File: src/rtl/axi_wr_route_ctrl.sv
// Write-channel routing controller: tracks one AXI write (AW, W, B) at a time and acts as default slave on decode error.
// Optional burst-length checking is enabled by defining WLAST_CHECK_EN.
module axi_wr_route_ctrl #(
  parameter int LEN_W = 8
) (
  input  logic             clk,
  input  logic             rst,
  input  logic             awvalid,
  input  logic             awready,
  input  logic [LEN_W-1:0] awlen,
  input  logic             decerr,
  input  logic             wvalid,
  input  logic             wready,
  input  logic             wlast,
  input  logic             bvalid,
  input  logic             bready,
  output logic             route_w,
  output logic             route_b,
  output logic             err_awready,
  output logic             err_wready,
  output logic             err_bvalid,
  output logic [1:0]       err_bresp,
  output logic             decoderrst,
  output logic [LEN_W-1:0] beat_cnt,
  output logic             protocol_err
);

  typedef enum logic [2:0] {
    RST   = 3'b111,
    IDLE  = 3'b000,
    WDATA = 3'b001,
    WRESP = 3'b010,
    ERRW  = 3'b011,
    ERRB  = 3'b100
  } state_t;

  state_t state, state_nxt;
  logic   aw_take;
  logic   w_beat;

  always_ff @(posedge clk) begin
    if (rst) state <= RST;
    else     state <= state_nxt;
  end

  always_comb begin
    state_nxt   = state;
    route_w     = 1'b0;
    route_b     = 1'b0;
    err_awready = 1'b0;
    err_wready  = 1'b0;
    err_bvalid  = 1'b0;
    decoderrst  = 1'b0;
    aw_take     = 1'b0;
    w_beat      = 1'b0;
    case (state)
      RST: begin
        decoderrst = 1'b1;
        state_nxt  = IDLE;
      end
      IDLE: begin
        // Decode error takes priority: the default slave answers whatever the real slaves do.
        if (awvalid && decerr) begin
          err_awready = 1'b1;
          aw_take     = 1'b1;
          state_nxt   = ERRW;
        end else if (awvalid && awready) begin
          aw_take   = 1'b1;
          state_nxt = WDATA;
        end
      end
      WDATA: begin
        route_w = 1'b1;
        if (wvalid && wready) begin
          w_beat = 1'b1;
          if (wlast) state_nxt = WRESP;
        end
      end
      WRESP: begin
        route_b = 1'b1;
        if (bvalid && bready) begin
          decoderrst = 1'b1;
          state_nxt  = IDLE;
        end
      end
      ERRW: begin
        err_wready = 1'b1;
        if (wvalid) begin
          w_beat = 1'b1;
          if (wlast) state_nxt = ERRB;
        end
      end
      ERRB: begin
        err_bvalid = 1'b1;
        if (bready) begin
          decoderrst = 1'b1;
          state_nxt  = IDLE;
        end
      end
      default: state_nxt = RST;
    endcase
  end

  assign err_bresp = 2'b11;

  always_ff @(posedge clk) begin
    if (rst)          beat_cnt <= '0;
    else if (aw_take) beat_cnt <= '0;
    else if (w_beat)  beat_cnt <= beat_cnt + 1'b1;
  end

`ifdef WLAST_CHECK_EN
  logic [LEN_W-1:0] awlen_cap;

  // wlast must coincide exactly with the beat whose zero-based index equals awlen.
  function automatic logic len_mismatch(input logic last, input logic [LEN_W-1:0] cnt,
                                        input logic [LEN_W-1:0] len);
    return last ? (cnt != len) : (cnt == len);
  endfunction

  always_ff @(posedge clk) begin
    if (aw_take) awlen_cap <= awlen;
  end

  always_ff @(posedge clk) begin
    if (rst)                                                protocol_err <= 1'b0;
    else if (w_beat && len_mismatch(wlast, beat_cnt, awlen_cap)) protocol_err <= 1'b1;
  end
`else
  logic unused_awlen;
  assign unused_awlen = ^awlen;
  assign protocol_err = 1'b0;
`endif

endmodule

File: config.mk
export PLATFORM = sky130hd
export DESIGN_NAME = axi_wr_route_ctrl
export DESIGN_NICKNAME = d
export VERILOG_FILES = /design/src/rtl/axi_wr_route_ctrl.sv
export SDC_FILE = /design/constraint.sdc
export NUM_CORES = 1
export LEC_CHECK = 0
export ABC_AREA = 1
export BUFFER_PORTS_ARGS = -buffer_cell sky130_fd_sc_hd__buf_4
export CAP_MARGIN = 20
export CORE_ASPECT_RATIO = 1.1
export CORE_MARGIN = 3
export CORE_UTILIZATION = 45
export DETAILED_ROUTE_END_ITERATION = 10
export GPL_ROUTABILITY_DRIVEN = 1
export GPL_TIMING_DRIVEN = 0
export PLACE_DENSITY = 0.77
export SLEW_MARGIN = 15
export SYNTH_ARGS = -nofsm -noshare
export SYNTH_HDL_FRONTEND = slang
export SYNTH_SLANG_ARGS = --single-unit
File: constraint.sdc
create_clock -name clk -period 1.79 [get_ports clk]
set_clock_uncertainty 0.15 [all_clocks]
set_input_delay 0.2685 -clock clk [delete_from_list [all_inputs] [get_ports clk]]
set_output_delay 0.2685 -clock clk [all_outputs]
set_load 0.03 [all_outputs]
==> results of run 1 <==
-- worst min-delay path, stage by stage --
cell and delay [ns]:
sky130_fd_sc_hd__buf_4 0.10, sky130_fd_sc_hd__inv_1 0.06, sky130_fd_sc_hd__nand3_1 0.07
-- cells by family (layout without fill, tap and decap cells) --
group           count (synthesis)  in the layout  share of synthesized area [%]
compound gates                 15             15                          12.92
flops                          11             11                          28.43
xor+xnor                        1              1                          1.131
other cells                     2              3                         0.9697
simple gates                   67             67                          40.87
fa+ha+maj                       1              1                          1.615
buf+inv                        26             53                          14.05
-- through the flow --
stage	utilization, %	hold WS (ns)	setup WS (ns)
floorplan	-	0.2502	0.1868
global placement	60.94	0.3307	0.3140
detailed placement	60.94	0.3374	0.3090
CTS	62.59	0.1098	0.01547
global route	63.29	0.1401	0.03939
finish	63.29	0.1105	0.1349
-- state kept, by name, summed over array words and instances (netlist names) --
register	count
beat_cnt	8
state	3
-- metal layers --
| metal | up-vias | part of all wire (%) | track usage [%] | routed length, um |
|---|---|---|---|---|
| met2 | 31 | 50 | 27.67 | 843 |
| met4 | 0 | 1.9 | 7.317 | 31 |
| li1 | 442 | - | - | - |
| met1 | 370 | 41 | 23.04 | 688 |
| met3 | 6 | 6.7 | 1.095 | 112 |
| met5 | - | 0 | 0 | 0 |
-- what timing repair did --
item	4_1_cts	5_1_grt
hold buffers	0	0
gates resized for setup	0	5
setup endpoints to repair	0	1
-- cell type report --
| class | instances | area [um^2] |
|---|---|---|
| inverters | 23 | 86.33 |
| repair buffers | 23 | 172.7 |
| fillers | 147 | 585.6 |
| well taps | 17 | 21.27 |
| clock buffers | 4 | 26.28 |
| multi-input cells | 87 | 456.7 |
| plain buffers | 3 | 22.52 |
| flip-flops and latches | 11 | 224.0 |
-- placed cells by master (no fill, tap or decap), drive strengths merged, types with 2 or more instances in the layout --
cell | synthesis | routed
nand2 | 39 | 39
buf | 3 | 26
inv | 23 | 23
nand3 | 14 | 14
dfxtp | 11 | 11
nor2 | 10 | 10
a21oi | 9 | 9
clkbuf | 0 | 4
o21ai | 4 | 4
conb | 2 | 3
nand3b | 2 | 2
nand4 | 2 | 2
-- report_power, final --
group	internal [mW]	switching, mW	total (mW)
logic	0.207	0.370	0.577
registers	0.291	0.0658	0.357
clock network	0.0862	0.0813	0.167
-- worst paths after layout --
check / startpoint / end / slack, ns / depth (start not counted)
setup / recovery: state[2]$_SDFFE_PP1P_ / decoderrst / 0.13 / 6
hold / removal: rst / state[0]$_SDFFE_PP1P_ / 0.11 / 3
setup reg to reg: state[0]$_SDFFE_PP1P_ / beat_cnt[5]$_SDFFE_PP0P_ / 0.42 / 8
hold reg to reg: beat_cnt[7]$_SDFFE_PP0P_ / beat_cnt[7]$_SDFFE_PP0P_ / 0.35 / 2
==> impl_metrics.xml, run 1 <==
<?xml version="1.0" encoding="UTF-8"?>
<metrics>
  <group name="status">
    <metric name="status" unit="">finished clean</metric>
  </group>
  <group name="clock_network">
    <metric name="clock-sinks" unit="">11</metric>
    <metric name="cts_tree" unit="">yes</metric>
    <metric name="htree_levels" unit="">1</metric>
    <metric name="cts_max_path_buffers" unit="">2</metric>
    <metric name="clkSlewWorstSetupHoldPaths" unit="ns">0.07</metric>
    <metric name="cts_inserted_buffers" unit="">3</metric>
    <metric name="cts_root_buf" unit="">sky130_fd_sc_hd__clkbuf_4</metric>
    <metric name="cts_setup_buffers" unit="">0</metric>
    <metric name="worst_skew_pair.late_latency" unit="ns">0.27</metric>
  </group>
  <group name="worst_setup_path">
    <metric name="timing.critical_path.cells" unit="">inv_2 -&gt; nand3_1 -&gt; inv_1 -&gt; nand2_1 -&gt; o221ai_1 -&gt; buf_4</metric>
    <metric name="worst_path_dominant_cell_family" unit="">flip-flops</metric>
    <metric name="timing.critical_path.required" unit="ns">1.37</metric>
    <metric name="crit_arrival" unit="ns">1.24</metric>
    <metric name="critical_path.max_stage_delay" unit="ns">0.40</metric>
    <metric name="largest_fanout_on_the_critical_path" unit="">5</metric>
    <metric name="critical_path.endpoint_type" unit="">output pin</metric>
    <metric name="setup.worst_path.class" unit="">flop to output pin</metric>
    <metric name="cpMaxStageDelayCell" unit="">sky130_fd_sc_hd__dfxtp_2</metric>
    <metric name="timing.critical_path.buf_inv" unit="">3</metric>
    <metric name="setup.worst_path.start_class" unit="">flop</metric>
  </group>
  <group name="global_routing">
    <metric name="largest_net_degree_at_the_start_of_global_routing" unit="">9</metric>
    <metric name="grt_pass1_wl" unit="um">3049</metric>
    <metric name="via_count_of_the_first_global_routing_pass" unit="">753</metric>
    <metric name="antenna_found_initial" unit="">0</metric>
    <metric name="overflow" unit="">0</metric>
    <metric name="grt_use_total" unit="%">17.25</metric>
  </group>
  <group name="route">
    <metric name="drt-pass1-iter-count" unit="">4</metric>
    <metric name="vias" unit="">849</metric>
    <metric name="dr.first_iter.drc_count" unit="">18</metric>
    <metric name="routed_wire_length_per_instance" unit="um">9.970</metric>
    <metric name="finalWirelength" unit="um">1675</metric>
    <metric name="drt_drc_violations_left" unit="">0</metric>
    <metric name="antenna_left" unit="">0</metric>
    <metric name="via_per_inst" unit="">5.054</metric>
  </group>
  <group name="yosys">
    <metric name="synth.top_cell.area_share" unit="%">28.43</metric>
    <metric name="synth_most_common_cell" unit="">sky130_fd_sc_hd__nand2_1</metric>
    <metric name="number_of_warnings_reported_in_the_yosys_synthesis_log" unit="">0</metric>
    <metric name="synth-edff-count" unit="">0</metric>
    <metric name="yosys_register_bits" unit="">11</metric>
    <metric name="commonest_register_cell_after_synthesis" unit="">sky130_fd_sc_hd__dfxtp_1</metric>
    <metric name="synthDominantAreaCellType" unit="">sky130_fd_sc_hd__dfxtp_1</metric>
    <metric name="post_synthesis_sequential_area_ratio" unit="%">28.43</metric>
    <metric name="asyncSetResetFlopFracSynth" unit="%">0</metric>
    <metric name="synth.distinct_cells" unit="">23</metric>
    <metric name="synth.cells.most_frequent" unit="">35 x sky130_fd_sc_hd__nand2_1, 17 x sky130_fd_sc_hd__inv_1, 13 x sky130_fd_sc_hd__nand3_1</metric>
    <metric name="synth.avg_cell_area" unit="um^2">6.297</metric>
    <metric name="synth_area_leaders" unit="">sky130_fd_sc_hd__dfxtp_1 28%, sky130_fd_sc_hd__nand2_1 17%, sky130_fd_sc_hd__nand3_1 8.4%</metric>
    <metric name="post_synthesis_cell_count" unit="">123</metric>
    <metric name="mappedNetlistArea" unit="um^2">774.5</metric>
  </group>
  <group name="sta">
    <metric name="setup_viol" unit="">0</metric>
    <metric name="clock.fmax" unit="MHz">604.2</metric>
    <metric name="post-route-period-util" unit="%">92.47</metric>
    <metric name="timing.final.crit_period" unit="ns">1.655</metric>
    <metric name="final.setup.tns" unit="ns">0</metric>
    <metric name="drv_slew" unit="">0</metric>
    <metric name="grt_setup_unrepaired" unit="">false</metric>
    <metric name="final_hold_viol_count" unit="">0</metric>
  </group>
  <group name="run">
    <metric name="max-cap-violations" unit="">0</metric>
  </group>
  <group name="floorplanning">
    <metric name="design.core.area" unit="mm^2">0.001595</metric>
    <metric name="floorplan.io_pins" unit="">35</metric>
    <metric name="die_width" unit="um">45.56</metric>
    <metric name="design.die.area" unit="mm^2">0.002255</metric>
    <metric name="chipHeight" unit="um">49.51</metric>
    <metric name="std_cell_rows" unit="">15</metric>
    <metric name="initial_core_util" unit="%">48.55</metric>
  </group>
  <group name="cells_and_area">
    <metric name="area_growth_syn_to_layout" unit="%">30.37</metric>
    <metric name="post_layout_nonfiller_instances" unit="">168</metric>
    <metric name="design.final.nets" unit="">171</metric>
    <metric name="antenna_cells_inserted" unit="">0</metric>
    <metric name="fin_area" unit="mm^2">0.001010</metric>
    <metric name="layout-drive-gt1-share" unit="%">33.77</metric>
  </group>
  <group name="power_and_ir_drop">
    <metric name="power.static_leakage" unit="nW">0.5454</metric>
    <metric name="final_total_power" unit="mW">1.101</metric>
    <metric name="ir_drop" unit="V">0.0007055</metric>
    <metric name="power.density_cell_area" unit="mW/mm^2">1091</metric>
  </group>
  <group name="placed_design">
    <metric name="post-dp-hpwl" unit="um">1382</metric>
    <metric name="numPortBuffers" unit="">23</metric>
    <metric name="post-place-cells" unit="">164</metric>
    <metric name="gpl_congestion" unit="">0.8847</metric>
    <metric name="place_area" unit="um^2">972.2</metric>
  </group>
  <group name="hold_path">
    <metric name="hold_path.class" unit="">input pin to flop</metric>
  </group>
</metrics>
Power figures use the tool's default switching activity.
==> inputs of run 2 (changes only) <==
Settings changed: GPL_TIMING_DRIVEN 0 to not set.
Clock period 1.79 ns to 1.61 ns, I/O delays scaled along.
==> impl_metrics.xml, run 2 (synthesis results as in run 1) <==
<?xml version="1.0" encoding="UTF-8"?>
<metrics>
  <group name="clock_network">
    <metric name="clock-sinks" unit="">11</metric>
    <metric name="clkSlewWorstSetupHoldPaths" unit="ns">0.07</metric>
    <metric name="cts_max_path_buffers" unit="">2</metric>
    <metric name="htree_levels" unit="">1</metric>
    <metric name="cts_tree" unit="">yes</metric>
    <metric name="cts.hold.buffers_added" unit="">0</metric>
    <metric name="worst_skew_pair.late_latency" unit="ns">0.26</metric>
    <metric name="cts_root_buf" unit="">sky130_fd_sc_hd__clkbuf_4</metric>
    <metric name="cts_inserted_buffers" unit="">3</metric>
  </group>
  <group name="cells_and_area">
    <metric name="number_of_flip_flops_under_the_largest_register_name" unit="">8</metric>
    <metric name="post_layout_nonfiller_instances" unit="">166</metric>
    <metric name="layout-drive-gt1-share" unit="%">35.57</metric>
    <metric name="area_growth_syn_to_layout" unit="%">31.66</metric>
    <metric name="regArea" unit="um^2">231.5</metric>
    <metric name="reg.largest.list" unit="">beat_cnt (8), state (3)</metric>
    <metric name="largest_register_by_flop_count" unit="">beat_cnt</metric>
    <metric name="antenna_cells_inserted" unit="">0</metric>
    <metric name="design.final.nets" unit="">169</metric>
    <metric name="layout_commonest_cell" unit="">sky130_fd_sc_hd__nand2_1</metric>
    <metric name="n_fill_cell" unit="">158</metric>
    <metric name="fin_area" unit="mm^2">0.001020</metric>
    <metric name="multiInputGateArea" unit="um^2">470.5</metric>
    <metric name="commonest_non_fill_non_tap_cells_in_the_layout" unit="">34 x sky130_fd_sc_hd__nand2_1, 23 x sky130_fd_sc_hd__buf_4, 16 x sky130_fd_sc_hd__inv_1</metric>
  </group>
  <group name="worst_setup_path">
    <metric name="setup.worst_path.class" unit="">flop to output pin</metric>
    <metric name="crit_arrival" unit="ns">1.19</metric>
    <metric name="largest_fanout_on_the_critical_path" unit="">3</metric>
    <metric name="critical_path.endpoint_type" unit="">output pin</metric>
    <metric name="timing.critical_path.required" unit="ns">1.22</metric>
    <metric name="setup.worst_path.start_class" unit="">flop</metric>
    <metric name="worst_setup_path_startpoint" unit="">state[0]$_SDFFE_PP1P_</metric>
    <metric name="critical_path.reg2reg.startpoint" unit="">state[0]$_SDFFE_PP1P_</metric>
  </group>
  <group name="floorplanning">
    <metric name="initial_core_util" unit="%">48.55</metric>
    <metric name="design.core.area" unit="mm^2">0.001595</metric>
    <metric name="floorplan.io_pins" unit="">35</metric>
    <metric name="std_cell_rows" unit="">15</metric>
    <metric name="chipHeight" unit="um">49.51</metric>
    <metric name="design.die.area" unit="mm^2">0.002255</metric>
    <metric name="die_width" unit="um">45.56</metric>
  </group>
  <group name="route">
    <metric name="met3_routed_wl" unit="um">82</metric>
    <metric name="top_signal_layer_used" unit="">met4</metric>
    <metric name="routedLengthMet1" unit="um">753</metric>
    <metric name="drt-pass1-iter-count" unit="">4</metric>
    <metric name="dr.first_iter.drc_count" unit="">14</metric>
    <metric name="routed_wire_length_per_instance" unit="um">10.57</metric>
    <metric name="finalWirelength" unit="um">1755</metric>
    <metric name="wl_met2" unit="um">892</metric>
    <metric name="drt_drc_violations_left" unit="">0</metric>
    <metric name="via_per_inst" unit="">4.922</metric>
    <metric name="vias" unit="">817</metric>
    <metric name="antenna_left" unit="">0</metric>
  </group>
  <group name="global_routing">
    <metric name="overflow" unit="">0</metric>
    <metric name="via_count_of_the_first_global_routing_pass" unit="">746</metric>
    <metric name="largest_net_degree_at_the_start_of_global_routing" unit="">9</metric>
    <metric name="grt_use_total" unit="%">17.10</metric>
    <metric name="antenna_found_initial" unit="">0</metric>
    <metric name="grt_pass1_wl" unit="um">2994</metric>
  </group>
  <group name="sta">
    <metric name="timing.final.crit_period" unit="ns">1.579</metric>
    <metric name="grt_setup_unrepaired" unit="">true</metric>
    <metric name="post-route-period-util" unit="%">98.10</metric>
    <metric name="setup_viol" unit="">0</metric>
    <metric name="fin_worst_hold_slack" unit="ns">0.08607</metric>
    <metric name="drv_slew" unit="">0</metric>
    <metric name="final_hold_viol_count" unit="">0</metric>
    <metric name="clock.fmax" unit="MHz">633.2</metric>
  </group>
  <group name="placed_design">
    <metric name="post-dp-hpwl" unit="um">1327</metric>
    <metric name="gpl_congestion" unit="">0.8685</metric>
    <metric name="place_area" unit="um^2">949.7</metric>
    <metric name="post-place-cells" unit="">161</metric>
    <metric name="numPortBuffers" unit="">23</metric>
  </group>
  <group name="hold_path">
    <metric name="hold_start" unit="">rst</metric>
    <metric name="hold_path.class" unit="">input pin to flop</metric>
  </group>
  <group name="power_and_ir_drop">
    <metric name="power.static_leakage" unit="nW">0.5394</metric>
    <metric name="power.density_cell_area" unit="mW/mm^2">1263</metric>
    <metric name="ir_drop" unit="V">0.0008123</metric>
    <metric name="final_total_power" unit="mW">1.288</metric>
  </group>
  <group name="run">
    <metric name="max-cap-violations" unit="">0</metric>
  </group>
  <group name="status">
    <metric name="status" unit="">finished clean</metric>
  </group>
</metrics>
-- run 2: final cells by class --
| class | instances | share of cell area, % |
|---|---|---|
| Multi-Input combinational cell | 87 | 46.13 |
| Clock buffer | 4 | 2.577 |
| Tap cell | 17 | 2.086 |
| Sequential cell | 11 | 22.70 |
| Timing Repair Buffer | 24 | 18.04 |
| Inverter | 23 | 8.466 |
-- run 2: worst paths after layout --
kind | end | slack, ns | cells after the start
max | decoderrst | 0.03 | 6
min | state[2]$_SDFFE_PP1P_ | 0.09 | 3
max reg2reg | beat_cnt[5]$_SDFFE_PP0P_ | 0.16 | 9
min reg2reg | beat_cnt[7]$_SDFFE_PP0P_ | 0.35 | 2
-- run 2: routing by layer --
metal | global-route usage (%) | vias up
met5 | 0 | -
met1 | 20.54 | 364
met2 | 28.84 | 18
met3 | 2.920 | 4
li1 | - | 431
met4 | 6.829 | 0
-- run 2: per-stage QoR --
stage	setup TNS (ns)	setup WS, ns	util, %
2_1_floorplan	0	0.03384	-
3_3_place_gp	0	0.1748	59.53
3_5_place_dp	0	0.1721	59.53
4_1_cts	0	0.004824	62.20
5_1_grt	-0.03193	-0.03193	63.92
6_report	0	0.03066	63.92
-- run 2: what timing repair did --
| action | 4_1_cts | 5_1_grt |
|---|---|---|
| buffers inserted | 0 | 1 |
| resized for setup | 8 | 5 |
| pin swaps | 1 | 2 |
| endpoints found under the setup margin | 2 | 3 |
-- run 2: critical path: stages (launching register included) --
cell	delay [ns]
sky130_fd_sc_hd__dfxtp_4	0.36
sky130_fd_sc_hd__inv_2	0.10
sky130_fd_sc_hd__nand3_2	0.11
sky130_fd_sc_hd__inv_2	0.08
sky130_fd_sc_hd__nand2_1	0.06
sky130_fd_sc_hd__o221ai_2	0.06
sky130_fd_sc_hd__buf_6	0.16
-- run 2: report_power, final --
group          switching, mW  leakage [nW]  internal (mW)
Clock                 0.0871        0.0150         0.0956
Combinational          0.433         0.434          0.260
Sequential            0.0758        0.0902          0.337
Total                  0.596         0.539          0.693
==> inputs of run 3 (changes only) <==
Settings changed: CORE_MARGIN 3 to 2, CTS_CLUSTER_SIZE set to 40.
==> impl_metrics.xml, run 3 (synthesis results as in run 1) <==
<?xml version="1.0" encoding="UTF-8"?>
<metrics>
  <group name="power_and_ir_drop">
    <metric name="ir_drop" unit="V">0.0006686</metric>
    <metric name="power.density_cell_area" unit="mW/mm^2">1288</metric>
    <metric name="power.static_leakage" unit="nW">0.5461</metric>
  </group>
  <group name="global_routing">
    <metric name="via_count_of_the_first_global_routing_pass" unit="">734</metric>
    <metric name="top_usage_layer" unit="">met2</metric>
    <metric name="grt_use_total" unit="%">18.23</metric>
    <metric name="antenna_found_initial" unit="">0</metric>
    <metric name="overflow" unit="">0</metric>
    <metric name="grtUsageMet1" unit="%">19.05</metric>
    <metric name="largest_net_degree_at_the_start_of_global_routing" unit="">9</metric>
    <metric name="gr-usage-met3" unit="%">6.038</metric>
    <metric name="grt_pass1_wl" unit="um">2835</metric>
    <metric name="globalRouteMet2Util" unit="%">35.88</metric>
  </group>
  <group name="clock_network">
    <metric name="cts_root_buf" unit="">sky130_fd_sc_hd__clkbuf_4</metric>
    <metric name="cts_tree" unit="">yes</metric>
    <metric name="htree_levels" unit="">1</metric>
    <metric name="cts_max_path_buffers" unit="">2</metric>
    <metric name="clock-sinks" unit="">11</metric>
    <metric name="cts.hold.buffers_added" unit="">0</metric>
    <metric name="clkSlewWorstSetupHoldPaths" unit="ns">0.07</metric>
    <metric name="worst_skew_pair.late_latency" unit="ns">0.27</metric>
    <metric name="cts_inserted_buffers" unit="">3</metric>
  </group>
  <group name="sta">
    <metric name="timing.final.crit_period" unit="ns">1.562</metric>
    <metric name="post-route-period-util" unit="%">96.99</metric>
    <metric name="final_hold_viol_count" unit="">0</metric>
    <metric name="setup_ws" unit="ns">0.04838</metric>
    <metric name="final.setup.tns" unit="ns">0</metric>
    <metric name="setup_viol" unit="">0</metric>
    <metric name="drv_slew" unit="">0</metric>
    <metric name="clock.fmax" unit="MHz">640.4</metric>
  </group>
  <group name="cells_and_area">
    <metric name="commonest_non_fill_non_tap_cells_in_the_layout" unit="">32 x sky130_fd_sc_hd__nand2_1, 23 x sky130_fd_sc_hd__buf_4, 16 x sky130_fd_sc_hd__inv_1</metric>
    <metric name="largest_register_by_flop_count" unit="">beat_cnt</metric>
    <metric name="multiInputGateArea" unit="um^2">475.5</metric>
    <metric name="layout_commonest_cell" unit="">sky130_fd_sc_hd__nand2_1</metric>
    <metric name="antenna_cells_inserted" unit="">0</metric>
    <metric name="utilization" unit="%">65.10</metric>
    <metric name="regArea" unit="um^2">229.0</metric>
    <metric name="layout-drive-gt1-share" unit="%">37.33</metric>
    <metric name="area_growth_syn_to_layout" unit="%">34.09</metric>
    <metric name="number_of_flip_flops_under_the_largest_register_name" unit="">8</metric>
    <metric name="reg.largest.list" unit="">beat_cnt (8), state (3)</metric>
    <metric name="design.final.nets" unit="">170</metric>
    <metric name="n_fill_cell" unit="">139</metric>
  </group>
  <group name="placed_design">
    <metric name="numPortBuffers" unit="">23</metric>
    <metric name="gpl_congestion" unit="">0.8487</metric>
    <metric name="placement.setup.worst_slack" unit="ns">0.1566</metric>
    <metric name="post-dp-hpwl" unit="um">1371</metric>
  </group>
  <group name="worst_setup_path">
    <metric name="critical_path.max_stage_delay" unit="ns">0.39</metric>
    <metric name="timing.critical_path.required" unit="ns">1.22</metric>
    <metric name="setup.worst_path.class" unit="">flop to output pin</metric>
    <metric name="r2r.worst_path.cells" unit="">9</metric>
    <metric name="timing.critical_path.buf_inv" unit="">3</metric>
    <metric name="critical_path.reg2reg.startpoint" unit="">state[0]$_SDFFE_PP1P_</metric>
    <metric name="setup.worst_path.start_class" unit="">flop</metric>
    <metric name="critical_path.endpoint_type" unit="">output pin</metric>
    <metric name="largest_fanout_on_the_critical_path" unit="">6</metric>
    <metric name="crit_arrival" unit="ns">1.17</metric>
    <metric name="worst_path_dominant_cell_family" unit="">flip-flops</metric>
    <metric name="cpMaxStageDelayCell" unit="">sky130_fd_sc_hd__dfxtp_4</metric>
    <metric name="timing.critical_path.cells" unit="">inv_4 -&gt; nor2_4 -&gt; nand2_2 -&gt; inv_1 -&gt; buf_4</metric>
    <metric name="worst_setup_path_startpoint" unit="">state[0]$_SDFFE_PP1P_</metric>
    <metric name="worst-path-stages" unit="">5</metric>
  </group>
  <group name="floorplanning">
    <metric name="design.die.area" unit="mm^2">0.002069</metric>
    <metric name="initial_core_util" unit="%">48.55</metric>
    <metric name="std_cell_rows" unit="">15</metric>
    <metric name="die_width" unit="um">43.56</metric>
    <metric name="chipHeight" unit="um">47.51</metric>
    <metric name="floorplan.io_pins" unit="">35</metric>
    <metric name="design.core.area" unit="mm^2">0.001595</metric>
  </group>
  <group name="hold_path">
    <metric name="hold_start" unit="">rst</metric>
    <metric name="hold_path.class" unit="">input pin to flop</metric>
    <metric name="hold_path_depth" unit="">3</metric>
  </group>
  <group name="route">
    <metric name="via_per_inst" unit="">5.198</metric>
    <metric name="dr.first_iter.drc_count" unit="">18</metric>
    <metric name="routed_wire_length_per_instance" unit="um">10.63</metric>
    <metric name="vias" unit="">868</metric>
    <metric name="finalWirelength" unit="um">1775</metric>
    <metric name="drt-pass1-iter-count" unit="">4</metric>
    <metric name="antenna_left" unit="">0</metric>
    <metric name="drt_drc_violations_left" unit="">0</metric>
  </group>
  <group name="status">
    <metric name="status" unit="">finished clean</metric>
  </group>
  <group name="run">
    <metric name="max-cap-violations" unit="">0</metric>
  </group>
</metrics>
## run 3: final timing paths
kind	to	slack, ns
max reg2reg	beat_cnt[5]$_SDFFE_PP0P_	0.12
min	state[0]$_SDFFE_PP1P_	0.08
max	err_wready	0.05
min reg2reg	beat_cnt[2]$_SDFFE_PP0P_	0.35
## run 3: worst min-delay path: cells and delay by family
family | cells | cell delay (ns)
and+or+nand+nor | 1 | 0.07
buffers and inverters | 2 | 0.16
## run 3: area by class of cell
| cell class | count | area share (%) |
|---|---|---|
| tap | 17 | 2.048 |
| timing repair buffer | 25 | 18.80 |
| multi-input combinational | 87 | 45.78 |
| clock buffer | 4 | 2.530 |
| inverter | 23 | 8.795 |
| sequential | 11 | 22.05 |
## run 3: through the flow
| stage | total power [mW] | cells | hold WS, ns | area (um^2) |
|---|---|---|---|---|
| 6_report | 1.337 | 167 | 0.08217 | 1039 |
| 5_1_grt | 1.422 | 167 | 0.08493 | 1039 |
| 4_1_cts | 1.232 | 166 | 0.07638 | 992.2 |
| 3_5_place_dp | 1.009 | 161 | 0.3379 | 949.7 |
| 3_3_place_gp | 0.9966 | 161 | 0.3310 | 949.7 |
| 2_1_floorplan | 0.8397 | 124 | 0.2232 | 778.2 |
## run 3: layer usage
layer	share of wire [%]	vias to the layer above
li1	-	441
met1	40	396
met2	54	31
met4	0	0
met3	6.3	0
met5	0	-
## run 3: report_power, final
| part | internal (mW) | switching [mW] |
|---|---|---|
| clock | 0.0958 | 0.0931 |
| sequential | 0.333 | 0.0873 |
| combinational | 0.278 | 0.450 |
| total | 0.707 | 0.631 |
## run 3: timing repair
| item | in CTS | in global routing |
|---|---|---|
| pin swaps | 1 | 1 |
| resized for setup | 6 | 11 |
| setup buffers | 1 | 1 |
| setup endpoints to repair | 2 | 3 |
